==> src/rtl/dff_chain_delay_ctrl.sv <==
// DEPTH-stage single-bit delay chain with a programmable output tap, fill tracking,
// run-time delay reconfiguration over a valid/ready handshake and a multi-cycle zeroing flush.
module dff_chain_delay_ctrl #(
    parameter int DEPTH         = 8,
    parameter int TAP_W         = 4,
    parameter int DEFAULT_DELAY = 3
) (
    input  logic             CLK,
    input  logic             RST,
    input  logic             en,
    input  logic             in,
    input  logic             cfg_valid,
    input  logic [TAP_W-1:0] cfg_delay,
    output logic             cfg_ready,
    output logic             cfg_err,
    input  logic             flush_req,
    output logic             flush_done,
    output logic             busy,
    output logic             out,
    output logic             out_valid,
    output logic [1:0]       dbg_state,
    output logic [TAP_W-1:0] dbg_valid_cnt,
    output logic [TAP_W-1:0] dbg_cur_delay
);

    // Handshake: a cfg request transfers on a rising edge where cfg_valid && cfg_ready;
    // cfg_valid is ignored while cfg_ready is low (FLUSH).

    typedef enum logic [1:0] {
        S_FILL  = 2'd0,
        S_RUN   = 2'd1,
        S_FLUSH = 2'd2
    } state_t;

    localparam int              TAPS       = 1 << TAP_W;
    localparam logic [TAP_W-1:0] DEPTH_V    = TAP_W'(DEPTH);
    localparam logic [TAP_W-1:0] LAST_FLUSH = TAP_W'(DEPTH - 1);
    localparam logic [TAP_W-1:0] DEF_V      = TAP_W'(DEFAULT_DELAY);
    localparam logic [TAP_W-1:0] ONE        = TAP_W'(1);

    state_t             state, state_n;
    logic [DEPTH-1:0]   chain, chain_n;
    logic [TAP_W-1:0]   valid_cnt, valid_cnt_n;
    logic [TAP_W-1:0]   flush_cnt, flush_cnt_n;
    logic [TAP_W-1:0]   cur_delay, cur_delay_n;
    logic               cfg_err_q, cfg_err_n;
    logic               flush_done_q, flush_done_n;
    logic               cfg_acc, cfg_legal;
    logic [TAPS-1:0]    tap_vec;

    always_ff @(posedge CLK or posedge RST) begin
        if (RST) begin
            state        <= S_FILL;
            chain        <= '0;
            valid_cnt    <= '0;
            flush_cnt    <= '0;
            cur_delay    <= DEF_V;
            cfg_err_q    <= 1'b0;
            flush_done_q <= 1'b0;
        end else begin
            state        <= state_n;
            chain        <= chain_n;
            valid_cnt    <= valid_cnt_n;
            flush_cnt    <= flush_cnt_n;
            cur_delay    <= cur_delay_n;
            cfg_err_q    <= cfg_err_n;
            flush_done_q <= flush_done_n;
        end
    end

    always_comb begin
        state_n      = state;
        chain_n      = chain;
        valid_cnt_n  = valid_cnt;
        flush_cnt_n  = flush_cnt;
        cur_delay_n  = cur_delay;
        cfg_err_n    = 1'b0;
        flush_done_n = 1'b0;
        cfg_acc      = cfg_valid && (state != S_FLUSH);
        cfg_legal    = (cfg_delay != '0) && (cfg_delay <= DEPTH_V);

        case (state)
            S_FLUSH: begin
                chain_n = {chain[DEPTH-2:0], 1'b0};
                if (flush_cnt == LAST_FLUSH) begin
                    state_n      = S_FILL;
                    valid_cnt_n  = '0;
                    flush_cnt_n  = '0;
                    flush_done_n = 1'b1;
                end else begin
                    flush_cnt_n = flush_cnt + ONE;
                end
            end
            default: begin
                // The cfg request applies even on an edge that also starts a flush.
                if (cfg_acc) begin
                    if (cfg_legal) cur_delay_n = cfg_delay;
                    else           cfg_err_n   = 1'b1;
                end
                if (flush_req) begin
                    state_n     = S_FLUSH;
                    flush_cnt_n = '0;
                end else begin
                    if (en) begin
                        chain_n = {chain[DEPTH-2:0], in};
                        if (valid_cnt != DEPTH_V) valid_cnt_n = valid_cnt + ONE;
                    end
                    state_n = (valid_cnt_n >= cur_delay_n) ? S_RUN : S_FILL;
                end
            end
        endcase
    end

    always_comb begin
        // Zero-extend so the tap index is full width; cur_delay never exceeds DEPTH.
        tap_vec       = TAPS'(chain);
        out           = tap_vec[cur_delay - ONE];
        out_valid     = (state == S_RUN);
        busy          = (state == S_FLUSH);
        cfg_ready     = (state != S_FLUSH);
        cfg_err       = cfg_err_q;
        flush_done    = flush_done_q;
        dbg_state     = state;
        dbg_valid_cnt = valid_cnt;
        dbg_cur_delay = cur_delay;
    end

endmodule
==> config.mk <==
export PLATFORM = sky130hd
export DESIGN_NAME = dff_chain_delay_ctrl
export DESIGN_NICKNAME = d
export VERILOG_FILES = /design/src/rtl/dff_chain_delay_ctrl.sv
export SDC_FILE = /design/constraint.sdc
export NUM_CORES = 1
export LEC_CHECK = 0
export BUFFER_PORTS_ARGS = -buffer_cell sky130_fd_sc_hd__clkbuf_2
export CAP_MARGIN = 5
export CELL_PAD_IN_SITES_DETAIL_PLACEMENT = 1
export CELL_PAD_IN_SITES_GLOBAL_PLACEMENT = 1
export CORE_MARGIN = 2
export CORE_UTILIZATION = 42
export CTS_CLUSTER_SIZE = 30
export DETAILED_ROUTE_END_ITERATION = 7
export PLACE_DENSITY_LB_ADDON = 0.1
export RECOVER_POWER = 100
export SLEW_MARGIN = 20
export SYNTH_ARGS = -nofsm -noshare
export SYNTH_HDL_FRONTEND = slang
export SYNTH_SLANG_ARGS = --single-unit
==> constraint.sdc <==
create_clock -name CLK -period 3.1 [get_ports CLK]
set_input_delay 0 -clock CLK [delete_from_list [all_inputs] [get_ports CLK]]
set_output_delay 0 -clock CLK [all_outputs]
set_load 0.05 [all_outputs]
After elaboration in Yosys (flattened, before gate mapping)
Index checks and enable logic that the tools add are counted.
{ "classes": {"n_addsub": 3, "order_cmp": 3, "eq_ne": 7, "muxes": 27, "reduce_logical": 7} }
{ "op_table": {"columns": ["cell", "n"], "rows": [
  ["$mux 4", 13],
  ["$mux 8", 3],
  ["$add 4x1->4 const B", 2],
  ["$mux 1", 7],
  ["$mux 2", 3],
  ["$lt 4x5->1 const B", 1],
  ["$bmux 1 s4", 1],
  ["$eq 4x3->1 const B", 1],
  ["$ge 4x4->1", 1],
  ["$le 4x4->1 const B", 1],
  ["$ne 2x1->1 const B", 2],
  ["$ne 4x4->1 const B", 1],
  ["$reduce_and 2->1", 2],
  ["$reduce_bool 2->1", 2],
  ["$reduce_bool 4->1", 1],
  ["$sub 4x1->4 const B", 1],
  ["$eq 2x1->1 const B", 1],
  ["$eq 2x2->1 const B", 1],
  ["$logic_and 1x1->1", 2],
  ["$ne 2x2->1 const B", 1]
]} }
{ "word_totals": {"ff_bits": 24, "in_bits": 10, "wordCells": 54} }

Longest topological paths before layout
Gate-level depths: netlist of run 1.
{ "depth": {"ltp_word": 9, "depth_mapped": 10} }

Least setup slack after synthesis of run 1
Ideal clock, no wire load.
{ "synth_timing": {"path_kind": "reg2reg", "from": "register state[0] (netlist: dbg_state[0])", "to": "register state[0] (netlist: dbg_state[0])", "setup_time_ns": 0.126, "arrival_ns": 2.818, "required_ns": 2.974, "setup_slack_ns": 0.157, "path_stages_with_launch": 10, "path_buffers": 1, "synth_period_minus_slack_ns": 2.943, "path_cell_list": "dfrtp_1 -> nand2b_1 -> clkbuf_1 -> nand3_1 -> mux2_1 -> ha_1 -> inv_1 -> a21boi_0 -> o21ai_0 -> a21oi_1"} }
{ "synth_between": {"elab_chain_len": 8, "word_cells_on_any_way": 10, "cone_classes": "order compare (1); eq/ne (3); mux (5); reduce/logical (1)"} }
{ "synth_rtl": {"columns": ["item", "line", "rtl"], "rows": [
  ["start, declared", "41", "state_t state, state_n;"],
  ["start signal, assigned", "61", "state <= state_n;"],
  ["$ne 2x2->1", null, null],
  ["named net cfg_ready", "14", "output logic cfg_ready,"],
  ["$logic_and 1x1->1", "79", "cfg_acc = cfg_valid && (state != S_FLUSH);"],
  ["$mux 4", "96", "if (cfg_acc) begin"],
  ["$mux 4", "82", "case (state)"],
  ["$ge 4x4->1", "108", "state_n = (valid_cnt_n >= cur_delay_n) ? S_RUN : S_FILL;"],
  ["$mux 1", "108", null],
  ["$mux 2", "100", "if (flush_req) begin"],
  ["$mux 2", "82", null]
]} }
The timed path passes the listed nets, and every way through them passes these cells. The select of a mux whose other input is x is not followed.
A chain may end at the register's enable or synchronous reset.

Worst setup path in the final report of run 1
{ "layout_timing": {"from": "register cur_delay[0] (netlist: dbg_cur_delay[0])", "to": "output port out"} }
{ "layout_between": {"elab_chain_len": 3} }
{ "layout_rtl": {"columns": ["item", "line", "rtl"], "rows": [
  ["start, declared", "45", "logic [TAP_W-1:0] cur_delay, cur_delay_n;"],
  ["start signal, assigned", "65", "cur_delay <= cur_delay_n;"],
  ["$sub 4x1->4", "117", "out = tap_vec[cur_delay - ONE];"],
  ["$bmux 1 s4", "117", null],
  ["$mux 1 (implied by the code)", "117", null],
  ["end, declared", "19", "output logic out,"]
]} }
No other way between the ends. The select of a mux whose other input is x is not followed.

==> impl_metrics.json, run 1 <==
{
  "clk_pin_slew_worst_paths_ns": 0.14,
  "num_io_pins": 26,
  "switching_share_pct": 49.57,
  "synthTopCellsByArea": "dfrtp_1, mux2_2, ha_1",
  "end_kind": "output pin",
  "postCtsSetupRepairBufs": 0,
  "overflow": 0,
  "internal-power_uw": 679.8,
  "hold_path.class": "in -> reg",
  "layout_common_cells": "dfrtp_1, clkbuf_1, nand2_1, mux2_2, inv_1",
  "ys_seq_area_share_pct": 45.73,
  "p_total_uw": 1348,
  "antenna_left": 0,
  "syn-cell-area_sq_um": 1319,
  "worstSkewPairLatency_ns": 0.32,
  "final_util_pct": 52.36,
  "p_leak_uw": 0.0007545,
  "critical_path_class": "reg -> out",
  "syn_to_final_growth_pct": 20.21,
  "core_sq_um": 3028,
  "syn_nets": 142,
  "cp-start-kind": "flop",
  "max_freq_ghz": 0.3397,
  "setup_viol": 0,
  "cts_buffers": 3,
  "arrival_ns": 2.94,
  "drive_gt1_share_pct": 15.53,
  "grt_pass1_wl_mm": 5.050,
  "grt_antenna_before_repair": 0,
  "setup-tns-final_ns": 0,
  "viasPerCell": 5.200,
  "grt_pass1_vias": 1111,
  "die_area_sq_um": 3604,
  "rows": 20,
  "cts_tree": "done",
  "dr.pass1.iters": 4,
  "peakVddDrop_mv": 0.4087,
  "clock-sinks": 24,
  "drc": 0,
  "htree_num_levels": 1,
  "slew_violations": 0,
  "dp_hpwl_mm": 2.251,
  "vias": 1066,
  "wl_mm": 3.028,
  "grt_setup_unrepaired": "false",
  "skew_ns": 0.001530,
  "post_drt_wl_per_cell_microns": 14.77,
  "pwr_density_cell_nw_per_um2": 850.2,
  "first_iter_violations": 25,
  "critical_path.max_fanout": 6,
  "gp_congestion": 0.7921,
  "ys_ff_latch": 24,
  "yosysTopAreaCellShare_pct": 41.75,
  "max_cap_viol_count": 0,
  "finalHoldViolCount": 0,
  "pwr-share-seq_pct": 36.6,
  "status": "complete, no violations",
  "power.share.combinational_pct": 52.3,
  "syn_avg_cell_area_sq_um": 10.64,
  "tightest_slew_ns": 0.9086,
  "cp_data_required_time_ns": 3.10,
  "synth_cell_type_count": 34,
  "p_sw_uw": 668.0,
  "grt_max_degree": 25,
  "antenna_cells": 0,
  "grt_usage_pct": 19.50,
  "syn_inst": 124,
  "initial_utilization_pct": 43.55,
  "final_common_cell": "dfrtp_1",
  "cts_root_buf": "clkbuf_4",
  "relSlewSlack_pct": 39.36,
  "period_minus_slack_ns": 2.944,
  "die_h_microns": 60.04,
  "io_buffers": 25,
  "final_nets": 180,
  "synth_largest_area_cell": "dfrtp_1",
  "p_clk_share_pct": 11.1,
  "period_share_pct": 94.95,
  "yosys_warnings": 0,
  "die_w_microns": 60.04,
  "clockBufferDepth": 2
}
==> routing by layer <==
layer	part of all wire (%)	vias up	track usage [%]	wire [microns]
met5	0	-	0	0
li1	-	515	-	-
met1	44	527	22.85	1334
met2	52	20	34.47	1562
met3	3.2	4	5.195	96
met4	1.2	0	6.032	36
==> repair_timing <==
item,4_1_cts,5_1_grt
endpoints found under the setup margin,0,1
resized for setup,0,1
hold endpoints to repair,29,0
hold buffers,8,0
==> synthesized netlist by cell type <==
| library cell | instances |
|---|---|
| nand2b_1 | 3 |
| clkbuf_1 | 1 |
| nor3_1 | 3 |
| a32o_1 | 1 |
| a31o_2 | 1 |
| o2bb2ai_1 | 1 |
| mux2_2 | 9 |
| nor2b_1 | 1 |
| nand3b_1 | 1 |
| and3_1 | 1 |
| o21ai_0 | 3 |
| nor4_1 | 2 |
| mux2_1 | 6 |
| dfrtp_1 | 22 |
| dfstp_2 | 2 |
| or3_1 | 1 |
| o22ai_1 | 1 |
| mux2i_1 | 5 |
| nand4_1 | 1 |
| o21ai_1 | 8 |
| a21boi_0 | 1 |
| xnor2_1 | 4 |
| mux4_2 | 1 |
| a21o_1 | 1 |
| inv_1 | 8 |
| a21oi_1 | 1 |
| o31ai_1 | 1 |
| o31a_1 | 1 |
| and3b_1 | 1 |
| nand3_1 | 2 |
| inv_2 | 1 |
| ha_1 | 8 |
| nand2_1 | 15 |
| nor2_1 | 6 |
==> cell families (layout without fill, tap and decap cells) <==
| group | Yosys count | in the layout | synth area share, % |
|---|---|---|---|
| flops | 24 | 24 | 45.73 |
| mux | 21 | 21 | 18.31 |
| buf+inv | 10 | 47 | 2.846 |
| compound gates | 20 | 20 | 9.488 |
| xor+xnor | 4 | 4 | 2.656 |
| fa+ha+maj | 8 | 8 | 7.590 |
| simple gates | 37 | 37 | 13.38 |
==> final cells by class <==
cell class | count | area (sq um)
sequential | 24 | 603.1
timing repair buffer | 34 | 188.9
multi-input combinational | 90 | 678.2
tap | 44 | 55.05
fill | 351 | 1443
inverter | 9 | 33.78
clock buffer | 4 | 26.28
==> through the flow <==
stage | instances | setup slack, ns | hold slack [ns] | area (sq um)
floorplan | 124 | 0.1566 | 0.01314 | 1319
global placement | 193 | 0.5786 | 0.2156 | 1503
detailed placement | 193 | 0.4724 | 0.2313 | 1503
CTS | 205 | 0.09737 | 0.1503 | 1609
global route | 205 | 0.01400 | 0.2149 | 1585
finish | 205 | 0.1565 | 0.1617 | 1585
==> registers in the layout, indices dropped and copies added (netlist names) <==
signal,count
dbg_state,2
dbg_valid_cnt,4
dbg_cur_delay,4
cfg_err,1
flush_cnt,4
flush_done,1
chain,8
==> final timing paths <==
| path | start | to | slack [ns] | depth (start not counted) |
|---|---|---|---|---|
| max reg2reg | dbg_state[1] | dbg_state[0] | 0.89 | 9 |
| min | en | dbg_valid_cnt[2] | 0.16 | 4 |
| max | dbg_cur_delay[0] | out | 0.16 | 7 |
| max in group asynchronous | RST | dbg_cur_delay[2] | 2.16 | 3 |
| min in group asynchronous | RST | flush_done | 0.39 | 3 |
| min reg2reg | flush_cnt[2] | flush_cnt[2] | 0.52 | 1 |
==> power by group through the flow <==
stage                     Combinational [uW]  Sequential (uW)  Clock [uW]
after floorplan                          396              644           0
after global placement                   699              494           0
after detailed placement                 728              501           0
after CTS                                737              494         161
after global routing                     785              511         167
final                                    705              493         150
==> critical path, stage by stage, from the launching register on <==
cell,delay (ns)
dfstp_2,0.61
inv_1,0.08
ha_1,0.37
mux2_1,0.36
mux4_2,0.46
and3b_1,0.17
or3_1,0.36
buf_2,0.22
Power figures use the tool's default switching activity.
==> run 2, diff against run 1 <==
- GPL_TIMING_DRIVEN: unset -> 0
==> impl_metrics.json, run 2 (synthesis gave the netlist of run 1 again) <==
{
  "worstSkewPairLatency_ns": 0.32,
  "vias": 1064,
  "relSlewSlack_pct": 39.67,
  "drc": 0,
  "p_leak_uw": 0.0007675,
  "skew_ns": 0.01056,
  "grt_antenna_before_repair": 0,
  "die_h_microns": 60.04,
  "num_io_pins": 26,
  "period_minus_slack_ns": 2.949,
  "rows": 20,
  "cp_data_required_time_ns": 3.10,
  "grt_max_degree": 25,
  "final_common_cell": "dfrtp_1",
  "io_buffers": 25,
  "r2r_end": "dbg_state[0]",
  "htree_num_levels": 1,
  "hp-start": "en",
  "slew_violations": 0,
  "initial_utilization_pct": 43.55,
  "end_kind": "output pin",
  "clock-sinks": 24,
  "grt_pass1_wl_mm": 5.119,
  "viasPerCell": 5.190,
  "first_iter_violations": 23,
  "syn_to_final_growth_pct": 22.20,
  "final_cells": 205,
  "cp-start-kind": "flop",
  "nFillCells": 344,
  "die_area_sq_um": 3604,
  "grt_setup_unrepaired": "false",
  "critical_path_class": "reg -> out",
  "setup-tns-final_ns": 0,
  "period_share_pct": 95.12,
  "pwr_density_cell_nw_per_um2": 885.1,
  "final_nets": 180,
  "routed-wl-met3_microns": 67,
  "dr.pass1.iters": 3,
  "dp_hpwl_mm": 2.364,
  "core_sq_um": 3028,
  "hold_path.class": "in -> reg",
  "antenna_cells": 0,
  "multi_input_area_sq_um": 678.2,
  "timing.hold.ws_ns": 0.1685,
  "clk_pin_slew_worst_paths_ns": 0.14,
  "grt_pass1_vias": 1119,
  "worstHoldPathCells": 4,
  "cts_tree": "done",
  "dp.cells": 193,
  "post_drt_wl_per_cell_microns": 14.80,
  "max_cap_viol_count": 0,
  "r2r_cells": 9,
  "tightest_slew_ns": 0.9039,
  "met1_length_mm": 1.348,
  "gp_congestion": 0.7528,
  "crit_path_start": "dbg_cur_delay[0]",
  "critical_path.max_fanout": 6,
  "postPlaceCellArea_sq_um": 1499,
  "postCtsSetupRepairBufs": 0,
  "finalHoldViolCount": 0,
  "drive_gt1_share_pct": 16.15,
  "dr.max_layer_used": "met4",
  "layout_common_cells": "dfrtp_1, clkbuf_1, nand2_1, mux2_2, inv_1",
  "status": "complete, no violations",
  "cts_root_buf": "clkbuf_4",
  "wl_mm": 3.035,
  "seq_area_sq_um": 603.1,
  "rr_startpoint": "dbg_state[1]",
  "largest_reg_flops": 8,
  "final_area_sq_um": 1612,
  "die_w_microns": 60.04,
  "antenna_left": 0,
  "largest_register": "chain",
  "peakVddDrop_mv": 0.3472,
  "grt_usage_pct": 19.31,
  "setup_viol": 0,
  "arrival_ns": 2.95,
  "cts_buffers": 3,
  "max_freq_ghz": 0.3391,
  "dr_wl_met2_mm": 1.575,
  "overflow": 0,
  "r2r_slack_ns": 0.65,
  "whs_endpoint": "chain[0]",
  "clockBufferDepth": 2
}
==> run 2: worst max path at each step <==
stage                               to  slack (ns)  cells after the start
after global routing               out        0.03                      7
after floorplan           dbg_state[0]        0.16                      9
final                              out        0.15                      7
after detailed placement           out        0.49                      7
after CTS                          out        0.11                      7
after global placement             out        0.54                      7
==> run 2: metrics by stage <==
stage	util (%)	total power [uW]	setup WS [ns]
final	53.22	1426	0.1512
after global routing	53.22	1536	0.03243
after CTS	53.88	1467	0.1132
after detailed placement	49.50	1230	0.4943
after global placement	49.50	1185	0.5378
after floorplan	-	1041	0.1566
==> run 2: critical path, cell delays in order (launching register included) <==
cell and delay (ns):
dfstp_2 0.61, inv_1 0.08, ha_1 0.36, mux2_1 0.35
mux4_2 0.47, and3b_1 0.17, or3_1 0.36, buf_2 0.22
==> run 2: layout make-up <==
| class | instances | area share, % |
|---|---|---|
| plain buffers | 1 | 0.2329 |
| inverters | 9 | 2.096 |
| flip-flops and latches | 24 | 37.42 |
| well taps | 44 | 3.416 |
| clock buffers | 3 | 1.398 |
| multi-input cells | 90 | 42.08 |
| repair buffers | 33 | 11.49 |
| clock inverters | 1 | 1.863 |
==> run 2: power by group <==
part / switching (uW) / total [uW] / internal, uW / leakage [uW]
logic: 478 / 704 / 225 / 0.000431
clock network: 95.0 / 226 / 131 / 0.0000279
registers: 91.9 / 497 / 405 / 0.000308
==> run 2: what timing repair did <==
| item | CTS | global route |
|---|---|---|
| endpoints found under the setup margin | 0 | 1 |
| gates resized for setup | 0 | 1 |
| hold endpoints to repair | 29 | 0 |
| hold buffers | 8 | 0 |
==> run 2: routing by layer <==
| layer | vias to the layer above | track usage, % |
|---|---|---|
| li1 | 517 | - |
| met5 | - | 0 |
| met1 | 524 | 23.19 |
| met2 | 18 | 35.09 |
| met3 | 5 | 2.165 |
| met4 | 0 | 6.984 |
==> run 3, diff against run 2 <==
- REMOVE_ABC_BUFFERS: unset -> 1
==> impl_metrics.json, run 3 (synthesis gave the netlist of run 1 again) <==
{
  "path_depth": 7,
  "rows": 20,
  "dp_hpwl_mm": 2.226,
  "syn_to_final_growth_pct": 22.68,
  "viasPerCell": 5.293,
  "p_clk_share_pct": 16.2,
  "period_minus_slack_ns": 2.969,
  "drive_gt1_share_pct": 16.15,
  "setup-tns-final_ns": 0,
  "relSlewSlack_pct": 38.05,
  "pwr-share-seq_pct": 34.8,
  "cp_slowest_cell": "dfstp_2",
  "grt_usage_pct": 19.02,
  "r2r_end": "dbg_state[0]",
  "antenna_left": 0,
  "timing.hold.ws_ns": 0.1597,
  "end_kind": "output pin",
  "clock-sinks": 24,
  "r2r_slack_ns": 0.80,
  "hp-start": "en",
  "rr_startpoint": "dbg_state[0]",
  "switching_share_pct": 46.79,
  "clockBufferDepth": 2,
  "skew_ns": 0.007858,
  "final_common_cell": "dfrtp_1",
  "worstSkewPairLatency_ns": 0.32,
  "cts_resized": 0,
  "finalHoldViolCount": 0,
  "htree_num_levels": 1,
  "crit_path_start": "dbg_cur_delay[0]",
  "antenna_cells": 0,
  "grt_max_degree": 25,
  "critical_path.max_fanout": 6,
  "overflow": 0,
  "cp_data_required_time_ns": 3.10,
  "cts_tree": "done",
  "first_iter_violations": 23,
  "status": "complete, no violations",
  "layout_common_cells": "dfrtp_1, clkbuf_1, nand2_1",
  "setup_viol": 0,
  "drc": 0,
  "dr.pass1.iters": 4,
  "initial_utilization_pct": 43.55,
  "grt_pass1_vias": 1082,
  "arrival_ns": 2.97,
  "cts_root_buf": "clkbuf_4",
  "cp_slowest_stage_delay_ns": 0.61,
  "pwr_density_cell_nw_per_um2": 884.2,
  "die_h_microns": 60.04,
  "cts_buffers": 3,
  "p_sw_uw": 669.4,
  "slew_violations": 0,
  "path_delay_family": "multiplexers",
  "critical_path_class": "reg -> out",
  "vias": 1085,
  "num_io_pins": 26,
  "grt_antenna_before_repair": 0,
  "postCtsSetupRepairBufs": 0,
  "wl_mm": 3.098,
  "core_sq_um": 3028,
  "post_drt_wl_per_cell_microns": 15.11,
  "tightest_slew_ns": 0.9282,
  "largest_register": "chain",
  "cp_num_buf_inv": 2,
  "peakVddDrop_mv": 0.4293,
  "clk_pin_slew_worst_paths_ns": 0.14,
  "io_buffers": 25,
  "final_util_pct": 53.43,
  "grt_pass1_wl_mm": 5.071,
  "period_share_pct": 95.78,
  "gp_congestion": 0.7549,
  "postPlaceCellArea_sq_um": 1495,
  "r2r_cells": 8,
  "path_cells": "inv_1 -> ha_1 -> mux2_1 -> mux4_2 -> and3b_1 -> or3_1 -> clkbuf_2",
  "p_leak_uw": 0.0007722,
  "final_nets": 180,
  "die_area_sq_um": 3604,
  "largest_reg_flops": 8,
  "die_w_microns": 60.04,
  "power.share.combinational_pct": 49.0,
  "internal-power_uw": 761.1,
  "hold_path.class": "in -> reg",
  "grt_setup_unrepaired": "false",
  "max_freq_ghz": 0.3368,
  "final_area_sq_um": 1618,
  "crit_end": "out",
  "cp-start-kind": "flop",
  "max_cap_viol_count": 0
}
==> run 3: changes by cell type in the layout (fill, tap and decap cells not counted) <==
| cell | delta |
|---|---|
| buf_2 | -1 |
| clkbuf_2 | +1 |
| dlygate4sd3_1 | +1 |
| clkbuf_1 | -1 |
==> run 3: cell type report <==
| class | count | area, sq um |
|---|---|---|
| Clock buffer | 3 | 22.52 |
| Clock inverter | 1 | 30.03 |
| Fill cell | 363 | 1410 |
| Inverter | 9 | 33.78 |
| Multi-Input combinational cell | 90 | 678.2 |
| Sequential cell | 24 | 603.1 |
| Tap cell | 44 | 55.05 |
| Timing Repair Buffer | 34 | 195.2 |
==> run 3: what timing repair did <==
action                                  4_1_cts  5_1_grt
hold buffers                                  9        0
endpoints found under the hold margin        29        0
endpoints found under the setup margin        0        0
==> run 3: worst min-delay path, cell delays in order <==
cell,delay (ns)
clkbuf_2,0.15
nand2b_1,0.14
mux2i_1,0.08
nor2_1,0.08
==> run 3: worst min-delay path by stage <==
stage	to	slack, ns	cells after the start
detailed placement	flush_cnt[1]	0.24	2
CTS	chain[0]	0.14	4
finish	chain[0]	0.16	4
global placement	chain[0]	0.22	2
floorplan	cfg_err	0.01	1
global route	chain[0]	0.19	4
==> run 3: layer usage <==
metal	part of all wire, %	GRT usage (%)
met2	52	31.68
met4	2.1	9.206
met3	2.9	2.814
met5	0	0
met1	43	24.01
==> run 3: metrics by stage <==
step,setup WS [ns],power [uW],instances
after global placement,0.5070,1184,192
after CTS,0.09699,1467,205
final,0.1310,1430,205
after detailed placement,0.4757,1218,192
after floorplan,0.3316,1037,123
after global routing,0.008800,1534,205
==> run 3: power by group through the flow <==
| stage | clock, uW | sequential [uW] | combinational (uW) |
|---|---|---|---|
| floorplan | 0 | 644 | 393 |
| global placement | 0 | 497 | 687 |
| detailed placement | 0 | 504 | 713 |
| CTS | 239 | 498 | 730 |
| global route | 251 | 514 | 769 |
| finish | 232 | 498 | 701 |
